File: config.mk
export PLATFORM = sky130hd
export DESIGN_NAME = mem_stage
export DESIGN_NICKNAME = d
export VERILOG_FILES = /design/src/rtl/mem_stage.sv
export SDC_FILE = /design/constraint.sdc
export NUM_CORES = 1
export LEC_CHECK = 0
export CORE_AREA = 2 2 241 243
export DETAILED_ROUTE_END_ITERATION = 8
export DIE_AREA = 0 0 243 245
export DONT_BUFFER_PORTS = 1
export PLACE_DENSITY = 0.37
export SLEW_MARGIN = 25
export SYNTH_ARGS = -nofsm -noshare
export SYNTH_HDL_FRONTEND = slang
export SYNTH_SLANG_ARGS = --single-unit
export TNS_END_PERCENT = 5
File: constraint.sdc
create_clock -name clk -period 1.35 [get_ports clk]
set_input_delay 0.0675 -clock clk [delete_from_list [all_inputs] [get_ports clk]]
set_output_delay 0.0675 -clock clk [all_outputs]
set_load 0.01 [all_outputs]
File: src/rtl/mem_stage.sv
// Memory-access stage: latches EX results and runs one data-memory transaction per load/store.
// Optional build macro MEM_MISALIGN_TRAP_EN turns misaligned h/w/d accesses into error passthroughs.
module mem_stage #(
  parameter int unsigned TIMEOUT = 64,
  parameter int unsigned CNT_W   = 7
) (
  input  logic        clk,
  input  logic        rst,
  input  logic        valid_in,
  input  logic        wen_in,
  input  logic        MemRd_in,
  input  logic        MemWr_in,
  input  logic        done_in,
  input  logic        error_in,
  input  logic [4:0]  rd_in,
  input  logic [63:0] addr_in,
  input  logic [63:0] wdata_in,
  input  logic [63:0] nxtpc_in,
  input  logic [2:0]  MemOp_in,
  output logic        mem_req,
  output logic        mem_we,
  output logic [63:0] mem_addr,
  output logic [63:0] mem_wdata,
  output logic [7:0]  mem_wmask,
  input  logic        mem_ready,
  input  logic [63:0] mem_rdata,
  input  logic        mem_err,
  output logic        valid_out,
  output logic        wen_out,
  output logic        MemRd_out,
  output logic        MemWr_out,
  output logic        done_out,
  output logic        error_out,
  output logic [4:0]  rd_out,
  output logic [63:0] data_out,
  output logic [63:0] nxtpc_out,
  output logic [2:0]  MemOp_out,
  output logic [2:0]  addr_lowbit,
  output logic [63:0] data_Rd,
  output logic        data_error,
  output logic        block
);

  typedef enum logic {StIdle, StBusy} state_e;

  state_e           state_q, state_d;
  logic [CNT_W-1:0] cnt_q, cnt_d;
  logic [63:0]      data_rd_d;
  logic             data_error_d;
  logic [63:0]      wdata_q;
  logic             misalign;
  logic             memop;

`ifdef MEM_MISALIGN_TRAP_EN
  always_comb begin
    misalign = 1'b0;
    if (valid_in && (MemRd_in || MemWr_in)) begin
      case (MemOp_in[1:0])
        2'b01:   misalign = addr_in[0];
        2'b10:   misalign = |addr_in[1:0];
        2'b11:   misalign = |addr_in[2:0];
        default: misalign = 1'b0;
      endcase
    end
  end
`else
  assign misalign = 1'b0;
`endif

  assign memop = valid_in & (MemRd_in | MemWr_in) & ~error_in & ~misalign;

  // Pipeline register; holds while a transaction is outstanding.
  always_ff @(posedge clk) begin
    if (rst) begin
      valid_out   <= 1'b0;
      wen_out     <= 1'b0;
      MemRd_out   <= 1'b0;
      MemWr_out   <= 1'b0;
      done_out    <= 1'b0;
      error_out   <= 1'b0;
      rd_out      <= '0;
      data_out    <= '0;
      nxtpc_out   <= '0;
      MemOp_out   <= '0;
      addr_lowbit <= '0;
      wdata_q     <= '0;
    end else if (!block) begin
      valid_out   <= valid_in;
      wen_out     <= wen_in & valid_in;
      MemRd_out   <= MemRd_in;
      MemWr_out   <= MemWr_in;
      done_out    <= done_in;
      error_out   <= error_in | misalign;
      rd_out      <= rd_in;
      data_out    <= addr_in;
      nxtpc_out   <= nxtpc_in;
      MemOp_out   <= MemOp_in;
      addr_lowbit <= addr_in[2:0];
      wdata_q     <= wdata_in;
    end
  end

  always_ff @(posedge clk) begin
    if (rst) begin
      state_q    <= StIdle;
      cnt_q      <= '0;
      data_Rd    <= '0;
      data_error <= 1'b0;
    end else begin
      state_q    <= state_d;
      cnt_q      <= cnt_d;
      data_Rd    <= data_rd_d;
      data_error <= data_error_d;
    end
  end

  always_comb begin
    state_d      = state_q;
    cnt_d        = cnt_q;
    data_rd_d    = data_Rd;
    data_error_d = data_error;
    unique case (state_q)
      StIdle: begin
        if (memop) begin
          state_d      = StBusy;
          cnt_d        = '0;
          data_error_d = 1'b0;
        end
      end
      StBusy: begin
        // Completion wins over a coincident timeout.
        if (mem_ready) begin
          state_d      = StIdle;
          data_error_d = mem_err;
          if (MemRd_out) data_rd_d = mem_rdata;
        end else if (cnt_q == CNT_W'(TIMEOUT - 1)) begin
          state_d      = StIdle;
          data_error_d = 1'b1;
        end else begin
          cnt_d = cnt_q + CNT_W'(1);
        end
      end
      default: state_d = StIdle;
    endcase
  end

  assign block     = (state_q == StBusy);
  assign mem_req   = (state_q == StBusy) & ~rst;
  assign mem_we    = MemWr_out;
  assign mem_addr  = {data_out[63:3], 3'b000};
  assign mem_wdata = wdata_q << {addr_lowbit, 3'b000};

  always_comb begin
    mem_wmask = 8'h00;
    if (MemWr_out) begin
      unique case (MemOp_out[1:0])
        2'b00: mem_wmask = 8'h01 << addr_lowbit;
        2'b01: mem_wmask = 8'h03 << {addr_lowbit[2:1], 1'b0};
        2'b10: mem_wmask = 8'h0F << {addr_lowbit[2], 2'b00};
        2'b11: mem_wmask = 8'hFF;
      endcase
    end
  end

endmodule

==> impl_metrics.yaml, run 1 <==
logic_synthesis:
  ys_seq_area_share_pct: 45.6
  avgSynthCellArea_um2: 9.02
  synth_top_flop_cell: "dfxtp_1"
  netlist_top_cells_area: "dfxtp_1, mux2i_1, nor2_1"
  synth_most_common_cell: "dfxtp_1"
  synth_area_mm2: 0.0123
  synthCells: 1359
  synth_edf_count: 0
  ys_warn_count: 0
  synth_largest_area_cell: "dfxtp_1"
  synthArstFlopShare_pct: 0
  synth_top_area_share_pct: 45.6
  yosys_register_bits: 279
  post_synth_num_cell_types: 42
  yosys-top-cells-count: "dfxtp_1, mux2i_1, nor2_1"
run:
  max-cap-violations: 0
sta:
  drv_slew: 0
  fin_skew_ps: 14.0
  fin_hold_ws_ps: -369
  timing.final.crit_share_pct: 145
  rsz0062_at_grt: "true"
  max-slew-margin-rel_pct: 30.0
  hold_viol: 138
  setup_violations: 148
  tightest_slew_ps: 1050
  fin_crit_ps: 1950
  fmax_ghz: 0.512
  worst_slack_ps: -603
finish:
  finalNonFillerCells: 2339
  drive_above_1_share_pct: 19.8
  area_delta_synth_final_pct: 39.2
  fin_nets: 1826
  fin_util_pct: 29.9
setup_path:
  path_class: "flip-flop to output port"
  path_cells: "buf_12, buf_12, mux2_2, o21ai_4, mux2i_2"
  crit_slowest_cell: "dfxtp_4"
  critPathMaxStageDelay_ps: 430
  crit_required_ps: 1280
  cp-start-kind: "flip-flop"
  worstPathMaxFanout: 9
  worstSetupEndpointType: "output port"
  worst_path_most_repeated_cell: "buf_12"
  cp_data_arrival_time_ps: 1890
floorplan:
  die_w_um: 243
  initial_core_util_pct: 21.5
  row_count: 88
  num_io_pins: 623
  core_mm2: 0.0570
  die_y_um: 245
  die_area_mm2: 0.0595
grt:
  grt_max_degree: 276
  antenna_found_initial: 2
  gr-total-overflow: 0
  grt_pass1_wl_um: 65100
  grt_util_all_layers_pct: 14.2
  grt_pass1_vias: 10391
clock_tree:
  cts_sinks: 279
  cts_tree: "yes"
  cts_root_buf: "clkbuf_16"
  cts_buffers: 35
  cts_buffer_depth: 3
  h-tree-depth: 2
  insertion_delay_ps: 530
  clkTransAtPathRegs_ps: 50
detailed_routing:
  wl_um: 44900
  drtAntennaViolNets: 0
  vias: 10287
  route.detailed.drc: 0
  routedWlPerCell_um: 19.2
  drt_iter0_markers: 436
  drtPass1Iterations: 6
  via_per_inst: 4.40
run_status:
  status: "finished with violations"
  violations: "hold timing, setup timing"
power:
  peakVddDrop_mv: 0.861
  power_density_mw_per_mm2: 1270
  p_leak_nw: 6.29
min_path:
  min_path_type: "input pin to flip-flop"
place:
  portBuffers: 0
  gp_congestion: 0.890
  dp_hpwl_um: 32900
  post-place-cells: 2071
path summary, 6_finish.rpt:
kind / startpoint / endpoint / slack [ps] / depth (start not counted)
max: data_out[1]$_SDFFE_PP0N_ / mem_wdata[62] / -600 / 5
min: rst / data_out[48]$_SDFFE_PP0N_ / -370 / 1
max reg2reg: block$_SDFF_PP0_ / wdata_q[39]$_SDFFE_PP0N_ / -100 / 4
min reg2reg: cnt_q[6]$_SDFFE_PP0P_ / cnt_q[6]$_SDFFE_PP0P_ / 440 / 1
worst max-delay path: cells and delay by family, from the launching register on:
family	cells	cell delay, ps
AO/OA/AOI/OAI	1	150
flip-flops	1	430
multiplexers	2	480
buffers and inverters	2	290
routing by layer:
metal	global-route usage (%)	routed length, um
met1	15.7	17400
met5	0	27
met4	5.09	1390
met2	25.3	22700
met3	4.67	3360
registers in the layout (all words and copies together), names as in the netlist:
register and cells:
MemOp_out 3, error_out 1, rd_out 5, wen_out 1
block 1, wdata_q 64, MemWr_out 1, cnt_q 7
nxtpc_out 64, data_out 64, data_error 1, MemRd_out 1
valid_out 1, done_out 1, data_Rd 64
logic make-up after synthesis:
| logic type | count (synthesis) | share of synthesized area [%] |
|---|---|---|
| fa+ha+maj | 1 | 0.102 |
| buf+inv | 169 | 8.17 |
| compound gates | 159 | 7.19 |
| flops | 279 | 45.6 |
| other cells | 1 | 0.0306 |
| simple gates | 457 | 14.7 |
| mux | 293 | 24.2 |
report_power, final:
part           total (mW)  switching, mW  internal [mW]  leakage [nW]
registers            9.33          0.670           8.66          2.31
logic                2.96           1.41           1.54          3.44
clock network        9.32           3.67           5.64         0.545
final cells by class:
| class | instances | area (um^2) |
|---|---|---|
| antenna | 1 | 2.50 |
| clock inverter | 8 | 131 |
| multi-input combinational | 913 | 6190 |
| inverter | 5 | 23.8 |
| sequential | 279 | 5600 |
| tap | 765 | 957 |
| timing repair buffer | 317 | 3170 |
| clock buffer | 51 | 986 |
| fill | 6090 | 40000 |
through the flow:
| stage | setup TNS (ps) | setup WS, ps | power, mW | area, um^2 | hold slack (ps) |
|---|---|---|---|---|---|
| final | -39080 | -603 | 21.6 | 17100 | -369 |
| after global routing | -52440 | -724 | 22.6 | 17100 | -425 |
| after CTS | -41450 | -648 | 21.8 | 16300 | -424 |
| after detailed placement | -6950 | -219 | 11.7 | 13300 | 161 |
| after global placement | -4780 | -197 | 11.7 | 13300 | 159 |
| after floorplan | -333 | -49.0 | 11.0 | 12300 | 203 |
placed cells by master (no fill, tap or decap), drive strengths merged, types with 3 or more instances in the layout:
| master | synthesis | layout |
|---|---|---|
| a21oi | 92 | 92 |
| and2 | 12 | 12 |
| buf | 133 | 124 |
| bufinv | 0 | 3 |
| clkbuf | 31 | 51 |
| conb | 1 | 3 |
| dfxtp | 279 | 279 |
| dlygate4sd3 | 0 | 193 |
| inv | 5 | 9 |
| mux2 | 24 | 24 |
| mux2i | 269 | 269 |
| nand2 | 162 | 162 |
| nand2b | 3 | 3 |
| nand3 | 4 | 4 |
| nor2 | 265 | 265 |
| nor2b | 4 | 4 |
| o211ai | 7 | 7 |
| o21ai | 31 | 31 |
| o22ai | 16 | 16 |
what timing repair did:
item / in CTS / in global routing
pin swaps: 15 / 10
endpoints found under the hold margin: 279 / 276
hold buffers: 153 / 40
gates resized for setup: 110 / 65
gates cloned: 0 / 0
setup endpoints to repair: 172 / 253
setup buffers: 7 / 8
(Power assumes the default switching activity.)
==> run 2, diff against run 1 <==
PLACE_DENSITY = 0.36   (was 0.37)
SETUP_SLACK_MARGIN = 0.15   (was default)
clock period = 1.9 ns   (was 1.35 ns; I/O delays follow)
==> run 2 against run 1 <==
Net effect:
- the run still ends with hold timing, setup timing left
- power shrank 30%
- clock-buffer cell count shrank 3
- utilization shrank 0.39 points
- register-to-register slack gained 250 ps
- sequential cell count is the same
- die area is the same
- first-iteration DRC count grew 1.8%
- sequential power shrank 29%
- clock skew grew 9.3 ps
- clock power shrank 30%
- sequential share of layout area grew 0.44 points
- via count shrank 0.79%
- critical path type unchanged
- critical endpoint is now mem_wdata[52]
- largest cell class unchanged
==> impl_metrics.yaml, run 2 (same netlist as run 1, synthesis figures left out) <==
run_status:
  status: "finished with violations"
  violations: "hold timing, setup timing"
clock_tree:
  insertion_delay_ps: 530
  h-tree-depth: 2
  cts_sinks: 279
  cts_tree: "yes"
  cts_buffers: 35
  clkTransAtPathRegs_ps: 60
  cts_root_buf: "clkbuf_16"
  cts_buffer_depth: 3
setup_path:
  critPathMaxStageDelay_ps: 390
  path_class: "flip-flop to output port"
  cp_data_arrival_time_ps: 1900
  worstSetupEndpointType: "output port"
  crit_required_ps: 1800
  path_cells: "buf_12, mux2_4, o211ai_1, o21ai_1, buf_4"
  worstPathMaxFanout: 10
  rr_worst_depth: 4
  crit_slowest_cell: "dfxtp_4"
  cp-start-kind: "flip-flop"
grt:
  grt_pass1_vias: 10163
  grt_pass1_wl_um: 65200
  antenna_found_initial: 1
  grt_util_all_layers_pct: 14.1
  gr-total-overflow: 0
  grt_max_degree: 276
sta:
  fin_crit_ps: 2000
  fin_skew_ps: 23.3
  setup_violations: 22
  rsz0062_at_grt: "true"
  drv_slew: 0
  fin_hold_ws_ps: -358
  hold_viol: 249
  tightest_slew_ps: 671
  max-slew-margin-rel_pct: 55.3
  worst_slack_ps: -98.1
  timing.final.crit_share_pct: 105
  fmax_ghz: 0.500
finish:
  area_delta_synth_final_pct: 37.4
  diodes: 0
  drive_above_1_share_pct: 14.6
  fin_nets: 1798
  final_common_cell: "dfxtp_1"
  final_cell_mix: "dfxtp_1, mux2i_1, nor2_1, dlygate4sd3_1, nand2_1"
  fin_area_mm2: 0.0168
power:
  p_leak_nw: 6.17
  power_density_mw_per_mm2: 905
  peakVddDrop_mv: 0.536
  power.total_mw: 15.2
place:
  placed_cell_area_mm2: 0.0127
  gp_congestion: 0.863
  portBuffers: 0
  dp_hpwl_um: 31400
run:
  max-cap-violations: 0
floorplan:
  die_w_um: 243
  row_count: 88
  die_area_mm2: 0.0595
  initial_core_util_pct: 21.5
  die_y_um: 245
  num_io_pins: 623
  core_mm2: 0.0570
detailed_routing:
  wl_um: 44500
  vias: 10206
  drtAntennaViolNets: 0
  drtPass1Iterations: 6
  routedWlPerCell_um: 19.2
  via_per_inst: 4.42
  drt_iter0_markers: 444
  route.detailed.drc: 0
min_path:
  whs_path_depth: 1
  min_path_type: "input pin to flip-flop"
-- run 2: path summary, 6_finish.rpt --
kind / start / to / slack, ps
worst max-delay path: data_out[1]$_SDFFE_PP0N_ / mem_wdata[52] / -100
worst min-delay path: rst / data_out[63]$_SDFFE_PP0N_ / -360
worst max register to register: block$_SDFF_PP0_ / nxtpc_out[53]$_SDFFE_PP0N_ / 150
worst min register to register: cnt_q[6]$_SDFFE_PP0P_ / cnt_q[6]$_SDFFE_PP0P_ / 440
-- run 2: routing by layer --
layer  wire length [um]  GRT usage [%]  share of wire (%)
met4                877           3.43                2.0
met1              17300           16.0                 39
met2              22900           25.6                 51
met5                  0              0                  0
met3               3430           4.61                7.7
-- run 2: area by class of cell --
type                       count  area (um^2)
fill                        6121        40200
multi-input combinational    913         6060
sequential                   279         5600
timing repair buffer         289         3080
clock buffer                  48          986
tap                          765          957
clock inverter                12          128
inverter                       5         23.8
-- run 2: where the power goes --
| part | switching [mW] | total (mW) | internal (mW) | leakage (nW) |
|---|---|---|---|---|
| Combinational | 0.957 | 2.01 | 1.05 | 3.31 |
| Sequential | 0.505 | 6.66 | 6.15 | 2.31 |
| Clock | 2.65 | 6.56 | 3.91 | 0.549 |
-- run 2: timing repair --
action,CTS,global route
pin swaps,9,5
cloned,6,1
endpoints found under the hold margin,279,253
resized for setup,70,69
setup endpoints to repair,73,89
buffers inserted,3,2
hold buffers,197,39
-- run 2: metrics by stage --
| step | utilization (%) | setup WS (ps) | instances | hold WS (ps) | setup TNS (ps) |
|---|---|---|---|---|---|
| after floorplan | - | 464 | 1361 | 231 | 0 |
| after global placement | 22.2 | 232 | 2003 | 185 | 0 |
| after detailed placement | 22.2 | 240 | 2003 | 188 | 0 |
| after CTS | 28.3 | -159 | 2269 | -424 | -3460 |
| after global routing | 29.5 | -167 | 2311 | -406 | -4070 |
| final | 29.5 | -98.1 | 2311 | -358 | -1140 |
-- run 2: worst max-delay path, delay by kind of cell, from the launching register on --
kind / cells / cell delay (ps)
AOI/OAI and AO/OA: 2 / 360
DFF: 1 / 390
buffers and inverters: 2 / 320
muxes: 1 / 310
==> run 3, diff against run 2 <==
PLACE_DENSITY = default   (was 0.36)
PLACE_DENSITY_LB_ADDON = 0.3   (was default)
==> run 3 against run 2 <==
Net effect:
- the run still ends with hold timing, setup timing left
- first-iteration DRC count up 5.2%
- setup slack better by 11 ps
- combinational power decreased by 6%
- routed wire length is 1.8% lower
- via count increased by 1.3%
- sequential power barely moved
- hold slack gained 3.0 ps
- sequential share of layout area increased by 0.57 points
- largest power group unchanged
- highest routed layer is now met5
==> impl_metrics.yaml, run 3 (same netlist as run 1, synthesis figures left out) <==
run_status:
  status: "finished with violations"
  violations: "hold timing, setup timing"
floorplan:
  die_y_um: 245
  row_count: 88
  die_area_mm2: 0.0595
  core_mm2: 0.0570
  die_w_um: 243
  initial_core_util_pct: 21.5
  num_io_pins: 623
detailed_routing:
  route.detailed.drc: 0
  vias: 10341
  wl_um: 43700
  drtAntennaViolNets: 0
  drt_iter0_markers: 467
  drtPass1Iterations: 4
  via_per_inst: 4.46
  routedWlPerCell_um: 18.8
grt:
  antenna_found_initial: 3
  grt_util_all_layers_pct: 13.9
  grt_pass1_vias: 10694
  gr-total-overflow: 0
  grt_max_degree: 276
  grt_pass1_wl_um: 65000
setup_path:
  worstPathMaxFanout: 5
  crit_family: "flip-flops"
  worstSetupStartpoint: "data_out[1]$_SDFFE_PP0N_"
  crit_required_ps: 1800
  reg2reg_to: "wen_out$_SDFFE_PP0N_"
  timing.critical_path.buf_inv: 2
  cp-start-kind: "flip-flop"
  r2r_slack_ps: 290
  rr_worst_depth: 5
  worstSetupEndpointType: "output port"
  path_class: "flip-flop to output port"
  r2r-start: "block$_SDFF_PP0_"
  cp_data_arrival_time_ps: 1890
  critPathMaxStageDelay_ps: 400
  crit_slowest_cell: "dfxtp_4"
  path_cells: "buf_6, mux2_4, o211ai_1, o21ai_1, buf_4"
clock_tree:
  cts_buffers: 34
  clkTransAtPathRegs_ps: 60
  insertion_delay_ps: 530
  h-tree-depth: 2
  cts_buffer_depth: 3
  cts_sinks: 279
  cts_tree: "yes"
  cts_root_buf: "clkbuf_16"
finish:
  fin_nets: 1804
  fin_area_mm2: 0.0166
  drive_above_1_share_pct: 12.3
  final_common_cell: "dfxtp_1"
  final_cell_mix: "dfxtp_1, mux2i_1, nor2_1, dlygate4sd3_1, nand2_1"
  fill_cells: 6040
  finalNonFillerCells: 2317
  area_delta_synth_final_pct: 35.2
  diodes: 0
place:
  placed_cell_area_mm2: 0.0128
  portBuffers: 0
  dp_hpwl_um: 31100
  gp_congestion: 0.951
  post-place-cells: 2013
sta:
  fmax_ghz: 0.503
  setup_violations: 25
  rsz0062_at_grt: "true"
  fin_skew_ps: 16.7
  drv_slew: 0
  fin_crit_ps: 1990
  worst_slack_ps: -86.8
  fin_hold_ws_ps: -355
  max-slew-margin-rel_pct: 61.3
  timing.final.crit_share_pct: 105
  tightest_slew_ps: 577
  setup_tns_ps: -764
  hold_viol: 264
run:
  max-cap-violations: 0
power:
  p_leak_nw: 6.10
  power_density_mw_per_mm2: 901
  power.total_mw: 14.9
  peakVddDrop_mv: 0.693
min_path:
  whs_path_depth: 1
  whs_endpoint: "wdata_q[20]$_SDFFE_PP0N_"
  min_path_type: "input pin to flip-flop"
  hold_path_startpoint: "rst"
run 3: changes by cell type in the layout (fill, tap and decap cells not counted), sizes merged:
| cell | before | now |
|---|---|---|
| bufbuf | 3 | 0 |
| dlymetal6s4s | 0 | 2 |
| clkinv | 8 | 5 |
| buf | 49 | 62 |
| clkinvlp | 1 | 3 |
| dlygate4sd3 | 236 | 232 |
| clkbuf | 49 | 46 |
| inv | 6 | 8 |
run 3: worst max path at each step:
stage	end	slack (ps)	cells after the start
5_1_grt	mem_wdata[52]	-170	6
3_5_place_dp	mem_wdata[51]	260	5
4_1_cts	mem_wdata[48]	-120	6
6_report	mem_wdata[49]	-90	5
2_1_floorplan	mem_wdata[48]	460	5
3_3_place_gp	mem_wdata[51]	290	5
run 3: cell type report:
class                   instances  area [um^2]  area share (%)
multi-input cells             913         5890            35.6
flip-flops and latches        279         5600            33.8
repair buffers                296         3010            18.2
well taps                     765          957            5.78
clock buffers                  46          936            5.65
clock inverters                13          149           0.899
inverters                       5         18.8           0.113
run 3: repair_timing:
item	in CTS	in global routing
endpoints found under the hold margin	279	268
gates cloned	1	0
setup buffers	6	4
pin swaps	5	3
endpoints found under the setup margin	73	71
gates resized for setup	65	22
hold buffers	229	5
run 3: stage by stage:
stage	util, %	worst slack (ps)
global placement	22.4	288
finish	29.0	-86.8
floorplan	-	464
detailed placement	22.4	262
CTS	28.7	-118
global route	29.0	-166
run 3: layer usage:
metal	vias to the layer above	global-route usage (%)	wire, um
li1	4826	-	-
met1	4926	15.2	16500
met2	489	25.1	22300
met3	96	4.34	3360
met4	4	5.14	1540
met5	-	0	26
run 3: where the power goes:
group / switching [mW] / internal, mW
logic: 0.900 / 0.990
registers: 0.513 / 6.15
clock network: 2.61 / 3.76
total: 4.03 / 10.9
